==> src/rtl/seg_display_capture.sv <==
// Receive-side monitor for a muxed 4-digit 7-segment bus.
// Optional scroll tracking when SEG_CAPTURE_SHIFT_EN is defined.
module seg_display_capture #(
    parameter int STABLE_CYCLES  = 4,
    parameter int TIMEOUT_CYCLES = 600,
    parameter int CNT_W          = 10
) (
    input  logic        clk,
    input  logic        rst,
    input  logic [3:0]  anodos,
    input  logic [7:0]  segmentos,
`ifdef SEG_CAPTURE_SHIFT_EN
    input  logic        shift,
    output logic [7:0]  shift_cnt,
`endif
    output logic [15:0] digits,
    output logic [3:0]  dps,
    output logic [3:0]  blank,
    output logic [3:0]  valid,
    output logic        frame_done,
    output logic        glyph_err,
    output logic        anode_err,
    output logic        stall
);

    typedef enum logic [1:0] {IDLE, SETTLE, HOLD} state_t;

    localparam logic [CNT_W-1:0] STB = CNT_W'(STABLE_CYCLES);
    localparam logic [CNT_W-1:0] TMO = CNT_W'(TIMEOUT_CYCLES);
    localparam logic [CNT_W-1:0] ONE = CNT_W'(1);
    localparam bit ONE_SHOT = (STABLE_CYCLES <= 1);

    logic [3:0]       a_q;
    logic [7:0]       s_q;
    logic [3:0]       pa_q;
    logic [7:0]       ps_q;
    state_t           state;
    logic [CNT_W-1:0] cnt;
    logic [CNT_W-1:0] tcnt;

    logic             onehot;
    logic             illegal;
    logic             same;
    logic             a_same;
    logic             latch;
    logic [CNT_W-1:0] inc;
    logic [CNT_W-1:0] tinc;
    logic [CNT_W-1:0] acnt;
    logic [3:0]       lbit;
    logic [3:0]       vnext;
    logic [6:0]       seg;
    logic [3:0]       nib;
    logic             gok;
    logic             gblank;

    always_comb begin
        onehot  = (a_q == 4'hE) || (a_q == 4'hD) ||
                  (a_q == 4'hB) || (a_q == 4'h7);
        illegal = !onehot && (a_q != 4'hF);
        same    = ({a_q, s_q} == {pa_q, ps_q});
        a_same  = (a_q == pa_q);
        inc     = (cnt >= STB) ? cnt : cnt + ONE;
        tinc    = (tcnt >= TMO) ? tcnt : tcnt + ONE;
        acnt    = a_same ? inc : ONE;
        // a changed pattern restarts the count at 1, so it can only
        // latch immediately when one stable sample is enough
        if (state == SETTLE && same)
            latch = onehot && (inc >= STB);
        else
            latch = onehot && (!same || state == IDLE) && ONE_SHOT;
        lbit = latch ? ~a_q : 4'h0;
    end

    always_comb begin
        seg = ~s_q[6:0];
        gok = 1'b1;
        nib = 4'h0;
        case (seg)
            7'h3F: nib = 4'h0;
            7'h06: nib = 4'h1;
            7'h5B: nib = 4'h2;
            7'h4F: nib = 4'h3;
            7'h66: nib = 4'h4;
            7'h6D: nib = 4'h5;
            7'h7D: nib = 4'h6;
            7'h07: nib = 4'h7;
            7'h7F: nib = 4'h8;
            7'h6F: nib = 4'h9;
            7'h77: nib = 4'hA;
            7'h7C: nib = 4'hB;
            7'h39: nib = 4'hC;
            7'h5E: nib = 4'hD;
            7'h79: nib = 4'hE;
            7'h71: nib = 4'hF;
            default: gok = 1'b0;
        endcase
        gblank = (seg == 7'h00);
    end

    // a full valid mask is cleared on the following edge, newest latch included
    always_comb begin
`ifdef SEG_CAPTURE_SHIFT_EN
        if (valid == 4'hF)
            vnext = 4'h0;
        else if (shift)
            vnext = lbit;
        else
            vnext = valid | lbit;
`else
        vnext = (valid == 4'hF) ? 4'h0 : (valid | lbit);
`endif
    end

    always_ff @(posedge clk) begin
        if (!rst) begin
            a_q        <= 4'hF;
            s_q        <= 8'hFF;
            pa_q       <= 4'hF;
            ps_q       <= 8'hFF;
            state      <= IDLE;
            cnt        <= '0;
            tcnt       <= '0;
            digits     <= '0;
            dps        <= '0;
            blank      <= '0;
            valid      <= '0;
            frame_done <= 1'b0;
            glyph_err  <= 1'b0;
            anode_err  <= 1'b0;
            stall      <= 1'b0;
`ifdef SEG_CAPTURE_SHIFT_EN
            shift_cnt  <= '0;
`endif
        end else begin
            a_q        <= anodos;
            s_q        <= segmentos;
            pa_q       <= a_q;
            ps_q       <= s_q;
            tcnt       <= a_same ? tinc : '0;
            stall      <= a_same && (tinc == TMO);
            valid      <= vnext;
            frame_done <= (vnext == 4'hF);
`ifdef SEG_CAPTURE_SHIFT_EN
            if (shift)
                shift_cnt <= shift_cnt + 8'd1;
`endif
            if (latch) begin
                for (int i = 0; i < 4; i++) begin
                    if (!a_q[i]) begin
                        digits[4*i +: 4] <= nib;
                        blank[i]         <= gblank;
                        dps[i]           <= ~s_q[7];
                    end
                end
                if (!gok && !gblank)
                    glyph_err <= 1'b1;
            end
            unique case (state)
                IDLE: begin
                    if (onehot) begin
                        cnt   <= ONE;
                        state <= latch ? HOLD : SETTLE;
                    end else if (illegal) begin
                        cnt <= acnt;
                        if (acnt >= STB)
                            anode_err <= 1'b1;
                    end else begin
                        cnt <= '0;
                    end
                end
                SETTLE: begin
                    if (same) begin
                        cnt <= inc;
                        if (latch)
                            state <= HOLD;
                    end else if (onehot) begin
                        cnt   <= ONE;
                        state <= latch ? HOLD : SETTLE;
                    end else begin
                        state <= IDLE;
                        cnt   <= illegal ? ONE : '0;
                        if (illegal && ONE_SHOT)
                            anode_err <= 1'b1;
                    end
                end
                HOLD: begin
                    if (!same) begin
                        if (onehot) begin
                            cnt   <= ONE;
                            state <= latch ? HOLD : SETTLE;
                        end else begin
                            state <= IDLE;
                            cnt   <= illegal ? ONE : '0;
                            if (illegal && ONE_SHOT)
                                anode_err <= 1'b1;
                        end
                    end
                end
                default: state <= IDLE;
            endcase
        end
    end

endmodule

==> config.mk <==
export PLATFORM = sky130hd
export DESIGN_NAME = seg_display_capture
export DESIGN_NICKNAME = d
export VERILOG_FILES = /design/src/rtl/seg_display_capture.sv
export SDC_FILE = /design/constraint.sdc
export NUM_CORES = 1
export LEC_CHECK = 0
export ABC_CLOCK_PERIOD_IN_PS = 5050
export CORE_MARGIN = 2
export CORE_UTILIZATION = 46
export CTS_CLUSTER_DIAMETER = 80
export DETAILED_ROUTE_END_ITERATION = 7
export GPL_TIMING_DRIVEN = 1
export HOLD_SLACK_MARGIN = 0.12
export PLACE_DENSITY = 0.68
export RECOVER_POWER = 25
export SYNTH_ARGS = -nofsm -noshare
export SYNTH_HDL_FRONTEND = slang
export SYNTH_SLANG_ARGS = --single-unit
==> constraint.sdc <==
create_clock -name clk -period 5.05 [get_ports clk]
set_clock_uncertainty 0.15 [all_clocks]
set_input_delay 1.01 -clock clk [delete_from_list [all_inputs] [get_ports clk]]
set_output_delay 1.01 -clock clk [all_outputs]
set_load 0.005 [all_outputs]
# Yosys cells after proc, flatten, opt, wreduce, memory -nomap -nowiden
# Index checks and enable logic that the tools add are counted.
# word_totals
reg_bits	78
inputBits	14
out_inout_bits	32
wordCells	116
# op_classes
n_addsub	2
order_cmp	4
n_eq_ne	31
mux	22
bitwise_logic	9
reduce_logical	24
# ops
operator	count
$eq 7x7->1 const B	12
$mux 10	7
$pmux 4 s15	1
$ge 10x3->1 const B	3
$pmux 10 s3	1
$add 10x1->10 const B	2
$eq 4x4->1 const B	5
$reduce_or 16->1	1
$eq 7x3->1 const B	2
$eq 7x6->1 const B	2
$reduce_and 2->1	7
$eq 12x12->1	1
$mux 2	6
$eq 10x10->1 const B	1
$ge 10x10->1 const B	1
$mux 4	2
$logic_not 7->1	1
$not 7->7	1
$not 1->1	6
$pmux 2 s3	1
$logic_and 1x1->1	5
$eq 4x3->1 const B	1
$eq 4x4->1	1
$mux 1	4
other kinds (13)	18

# Depth between registers and ports, before layout
# Gate-level depths: netlist (run 1).
# depth
ltp_word	10
depth_mapped	9
ltp_nobuf	7

# Worst setup path after synthesis (run 1)
# OpenSTA, ideal clock, no wires.
# synth_path
path_type	input-to-reg
start	input port rst
end	register stall
setup_time_ns	0.060
arrival_ns	2.118
required_ns	4.840
slack_ns	2.722
path_stages	4
n_path_buf	0
path_cell_list	clkinv_1 -> or2_2 -> a2111oi_0 -> o2111a_1
# synth_rtl
item	line	text
from (decl)	9	input logic rst,
to (signal assigned)	140	stall <= a_same && (tinc == TMO);
to (decl)	23	output logic stall

# Final worst setup path (run 1)
# layout_path
start	input port rst
end	register digits[12]
# layout_rtl
item	line	text
to (signal, indexed assignment)	150	digits[4*i +: 4] <= nib;
to (decl)	16	output logic [15:0] digits,
# No word-level cell between the ends.

==> run metrics, run 1 <==
Synth Cell Area 3686 µm²; post-CTS setup repair buffer count 0; final std cells w/o fill 533; placeable core region 7727 µm²; count of final setup violators 0; Die Y-Extent 93.52 µm; clock transition at the registers of the reported paths 70 ps; ordered list of cells on the worst path dlygate4sd3_1 > clkbuf_1 > clkinv_1 > clkbuf_1 > a211oi_1; Post-Syn Nets 420; DRT Wirelength 7559 µm; count of yosys warnings during synthesis 0; via count of the first global-routing pass 2642; cell with the most instances on the worst path sky130_fd_sc_hd__clkbuf_1; Chip Width 93.52 µm; PwrDens 265.4 nW/µm²; crit path launch type input pin; total die area 8745 µm²; r2r startpoint s_q[3]; predominant post-synthesis flop cell sky130_fd_sc_hd__dfxtp_1; unrepaired setup endpoints after global routing no; destination of the worst hold path anode_err; maximum fanout count along the critical path 29; Clock H-tree levels 3; unique cell type count in the Yosys netlist 58; count of standard-cell rows 32; portion of total power attributed to combinational logic 0.077; number of failing hold endpoints at the final stage 0; setup TNS 0 ps; Routed Antenna Nets 0; vias per cell 5.499; leakage component of the power 0.001494 µW; nets@finish 450; part of the power in the clock network 0.348; synthesis-stage register bit count 78; area share of the largest cell type after synthesis 0.4236; largest area contributor in the synthesized netlist sky130_fd_sc_hd__dfxtp_1; peak ir drop on the vdd network 0.0001976 V; syn_area_per_cell 9.261 µm²; failing checks max-capacitance violations, max-slew violations; number of pins exceeding their max-slew limit in the final report 28; worst-skew pair later-pin latency 350 ps; Inserted Diodes 0; Max Freq 272.7 MHz; Detailed Routing Iterations Pass 1 4; slowest CP cell sky130_fd_sc_hd__clkbuf_1; number of buffers added by the clock tree synthesis step 9; pin count of the biggest net entering global routing 30; Resized Gates After CTS 0; 1st-iter DRT viols 147; path category of the worst min-delay check flop to flop; number of primary I/O pins 46; sum of overflow across all layers after global routing 0; R2R Setup Slk 2130 ps; Power Internal 854.6 µW; net switching power 276.8 µW; Routed wire per std cell 14.18 µm; cells on worst reg2reg path 6; total of buffers placed on input and output ports 45; sequential fraction of design power 0.575; placed cell count 519; final worst-path cycle share 0.7262; cell with the most instances after synthesis sky130_fd_sc_hd__dfxtp_1; share of final-layout standard cells stronger than drive strength 1 0.08817; RR Endpoint frame_done; final critical delay including setup and external delays 3667 ps; final weighted congestion in routability-driven placement 0.8397; antenna violations before repair 0; global-route wire length before repair 12670 µm; initial core utilization 0.4770; critical setup path kind input pin to flop; list of most frequent post-synthesis cells 78 x sky130_fd_sc_hd__dfxtp_1, 56 x sky130_fd_sc_hd__nor2_1, 27 x sky130_fd_sc_hd__nand2b_1, 17 x sky130_fd_sc_hd__clkbuf_1; switching power as a share of total power 0.2447; sequential cell area fraction in the yosys report 0.4236; worst hold start anode_err; Tightest Pin Transition 1627 ps; cts-stage hold buffer count 0; buffer levels on the longest clock path 2; count of max-cap constraint violations 1; TritonCTS clock tree done; endpoint type of the worst setup path flop; area growth from synthesis to final layout 15.65%; Root Buffer Master sky130_fd_sc_hd__clkbuf_8; crit-path max cell delay 930 ps; DR vias 2931; ys async rst share 0; Slew Limit Headroom -0.08448; global routing usage summed across all routing layers 0.1844; post-synthesis instance total 398; clock sinks 78; arrival time at the worst endpoint 3770 ps; number of enable flip-flop cells after synthesis 0; WHS Path Cells 1; number of remaining DRC errors 0; result of the run complete, but fails checks; Worst EP required 5150 ps; Detailed Place HPWL 5233 µm; top cells by area in the synthesized netlist sky130_fd_sc_hd__dfxtp_1 42%, sky130_fd_sc_hd__nor2_1 5.7%, sky130_fd_sc_hd__a211oi_2 5.1%
## area by class of cell
cell class,instances,area (µm²)
fill,695,3465
clock inverter,2,10.01
timing repair buffer,47,457.9
sequential,78,1562
tap,102,127.6
multi-input combinational,281,1919
inverter,11,41.29
clock buffer,12,145.1
## kinds of logic after synthesis
kind of cell,count (synthesis),synth area share
AO/OA/AOI/OAI,72,0.1585
XOR/XNOR,24,0.06110
adder cells (fa/ha/maj),8,0.02716
buffers and inverters,39,0.05567
flip-flops,78,0.4236
multiplexers,9,0.02478
AND/OR/NAND/NOR,168,0.2491
## cell usage in the layout, fill, tap and decap left out, drive strengths merged, types with 2 or more instances in the layout
cell type and n:
o21ai 11, xnor2 18, inv 10, nand4b 2, dlygate4sd3 2, clkinv 3
or4 5, or2 4, a31oi 4, dfxtp 78, or3 4, nor3b 2
nor2 56, nand2b 27, ha 8, a41oi 2, clkdlybuf4s50 43, and2 7
a2111oi 3, nand2 16, nand3b 3, nand4 6, xor2 6, nor4 4
nor4b 3, a21oi 7, a21o 2, nor3 15, nand3 12, nor2b 2
mux2i 8, a22oi 3, clkbuf 14, o21a 4, o22ai 2, a211oi 22
## power by group through the flow
stage	Sequential, µW	Clock [µW]	Combinational, µW
after floorplan	649	0	79.1
after global placement	664	0	86.0
after detailed placement	664	0	87.8
after CTS	650	403	88.3
after global routing	653	430	97.3
final	651	393	87.4
## metal layers
metal  wire [µm]  global-route usage  vias up
li1            -                   -     1456
met1        3476              0.2351     1389
met2        3536              0.2986       74
met3         389             0.03948       12
met4         156             0.08333        0
met5           0                   0        -
## flip-flops by register name, indices dropped and copies added, names as in the netlist, 2 cells and up
| signal | cells |
|---|---|
| a_q | 4 |
| blank | 4 |
| cnt | 10 |
| digits | 16 |
| dps | 4 |
| pa_q | 4 |
| ps_q | 8 |
| s_q | 8 |
| state | 2 |
| tcnt | 10 |
| valid | 4 |
## worst max-delay path by stage
stage | start | end | slack [ps]
floorplan | rst | stall | 2720
CTS | s_q[3] | frame_done | 2140
detailed placement | rst | stall | 1840
finish | rst | digits[12] | 1380
global route | rst | digits[12] | 1120
global placement | rst | stall | 1900
## through the flow
stage               hold slack (ps)  instance area (µm²)  setup slack, ps    util  power [µW]
CTS                           320.3                 4270             2143  0.5526        1141
floorplan                     280.2                 3686             2722       -       728.1
global route                  334.5                 4263             1124  0.5517        1180
finish                        313.5                 4263             1383  0.5517        1131
global placement              294.6                 4115             1896  0.5325       749.7
detailed placement            296.5                 4115             1835  0.5325       752.2
## worst max-delay path, delay by kind of cell
family	cells	cell delay, ps
compound gates	1	390
buf+inv	4	2360
Power figures use the tool's default switching activity.
==> run 2, diff against run 1 <==
Settings changed: ABC_CLOCK_PERIOD_IN_PS 5050 to 3540.
Clock period 5.05 ns to 3.54 ns, I/O delays scaled along.
==> run 2 against run 1 <==
Net effect: the flow now finishes without violations; cell count up 0.19%; sequential power up 42%; cell area up 1.2%; wire length down 1.8%; critical path depth up 1; total power up 54%; via count down 1.6%; die area unchanged; clock power up 76%; sequential cell count unchanged; combinational power up 46%; global-route usage down 0.37 points; largest cell class unchanged; highest routed layer unchanged.
==> run metrics, run 2 (synthesis gave the netlist of run 1 again) <==
result of the run completed; Detailed Routing Iterations Pass 1 5; endpoint type of the worst setup path flop; R2R Setup Slk 620 ps; Clock H-tree levels 3; worst hold start cnt[4]; count of max-cap constraint violations 0; fillcell total 693; maximum fanout count along the critical path 12; total die area 8745 µm²; crit-path max cell delay 660 ps; Detailed Place HPWL 5211 µm; Max Freq 342.0 MHz; area growth from synthesis to final layout 17.04%; WHS Path Cells 1; clock sinks 78; multi-input logic area 1913 µm²; via count of the first global-routing pass 2663; number of failing hold endpoints at the final stage 0; max reg flops 16; crit path launch type flop; 1st-iter DRT viols 146; antenna violations before repair 0; vias per cell 5.399; buffer levels on the longest clock path 2; Routed Antenna Nets 0; setup TNS 0 ps; placeable core region 7727 µm²; RR Endpoint frame_done; count of final setup violators 0; r2r startpoint a_q[2]; clock transition at the registers of the reported paths 70 ps; final worst-path cycle share 0.8260; number of primary I/O pins 46; Routed wire per std cell 13.90 µm; leakage component of the power 0.001516 µW; critical setup path kind flop to flop; number of remaining DRC errors 0; unrepaired setup endpoints after global routing no; global-route wire length before repair 12440 µm; Final Util 0.5583; Inserted Diodes 0; PwrDens 404.4 nW/µm²; sum of overflow across all layers after global routing 0; ordered list of cells on the worst path xnor2_2 > nand4_1 > or3_1 > nor3_4 > nor2_1 > nor4_1; pin count of the biggest net entering global routing 29; final weighted congestion in routability-driven placement 0.8812; slowest CP cell sky130_fd_sc_hd__or3_1; count of standard-cell rows 32; area used by sequential logic in the layout 1562 µm²; cells on worst reg2reg path 6; cts-stage hold buffer count 0; destination of the worst hold path cnt[4]; Resized Gates After CTS 0; Worst EP required 3630 ps; number of buffers added by the clock tree synthesis step 9; number of pins exceeding their max-slew limit in the final report 0; Chip Width 93.52 µm; DR vias 2883; global routing usage summed across all routing layers 0.1806; largest registers digits: 16 flops, cnt: 10 flops, tcnt: 10 flops; Root Buffer Master sky130_fd_sc_hd__clkbuf_8; arrival time at the worst endpoint 3020 ps; Slew Limit Headroom 0.1569; Tightest Pin Transition 1265 ps; TritonCTS clock tree done; nets@finish 451; most used cells in the layout excluding fill and tap cells 78 x sky130_fd_sc_hd__dfxtp_1, 56 x sky130_fd_sc_hd__nor2_1, 44 x sky130_fd_sc_hd__clkdlybuf4s50_1; total of buffers placed on input and output ports 45; peak ir drop on the vdd network 0.0002145 V; post-CTS setup repair buffer count 0; worst-skew pair later-pin latency 350 ps; path category of the worst min-delay check flop to flop; DRT Wirelength 7424 µm; final critical delay including setup and external delays 2924 ps; share of final-layout standard cells stronger than drive strength 1 0.09028; register containing the most flip-flops in the final layout digits; initial core utilization 0.4770; commonest non-fill, non-tap cell in the layout sky130_fd_sc_hd__dfxtp_1; Die Y-Extent 93.52 µm
run 2: worst max path at each step:
stage / slack [ps] / to / cells after the start / start
5_1_grt: 400 / frame_done / 6 / a_q[3]
6_report: 620 / frame_done / 6 / a_q[2]
2_1_floorplan: 1420 / digits[9] / 8 / a_q[0]
4_1_cts: 670 / frame_done / 6 / s_q[0]
3_3_place_gp: 840 / frame_done / 6 / s_q[0]
3_5_place_dp: 720 / frame_done / 6 / a_q[2]
run 2: final cells by class:
| cell class | count | area share |
|---|---|---|
| clock buffer | 10 | 0.02958 |
| clock inverter | 4 | 0.01711 |
| inverter | 11 | 0.009571 |
| multi-input combinational | 281 | 0.4434 |
| sequential | 78 | 0.3619 |
| tap | 102 | 0.02958 |
| timing repair buffer | 48 | 0.1088 |
run 2: worst max-delay path, delay by kind of cell (launching register included):
kind | cells | cell delay, ps
flops | 1 | 550
simple gates | 5 | 1960
xor+xnor | 1 | 160
run 2: power breakdown:
group | internal [µW] | leakage (µW) | switching, µW
Clock | 389 | 0.000102 | 302
Sequential | 894 | 0.000635 | 31.4
Combinational | 61.4 | 0.000779 | 66.3
Total | 1340 | 0.00152 | 400
run 2: per-layer routing:
layer  vias to the layer above  GRT usage  share of wire
met5                         -          0              0
met4                         0    0.09314          0.016
met3                        10    0.03868          0.059
met2                        77     0.2878           0.47
met1                      1335     0.2298           0.46
li1                       1461          -              -
run 2: stage by stage:
stage	power, µW	hold WS, ps	area, µm²	setup slack, ps	cells
after floorplan	1039	280.2	3686	1422	398
after detailed placement	1075	300.1	4123	715.4	520
final	1745	317.6	4314	616.1	534
after CTS	1766	320.5	4324	674.8	534
after global placement	1071	294.3	4123	839.0	520
after global routing	1814	336.1	4314	401.9	534
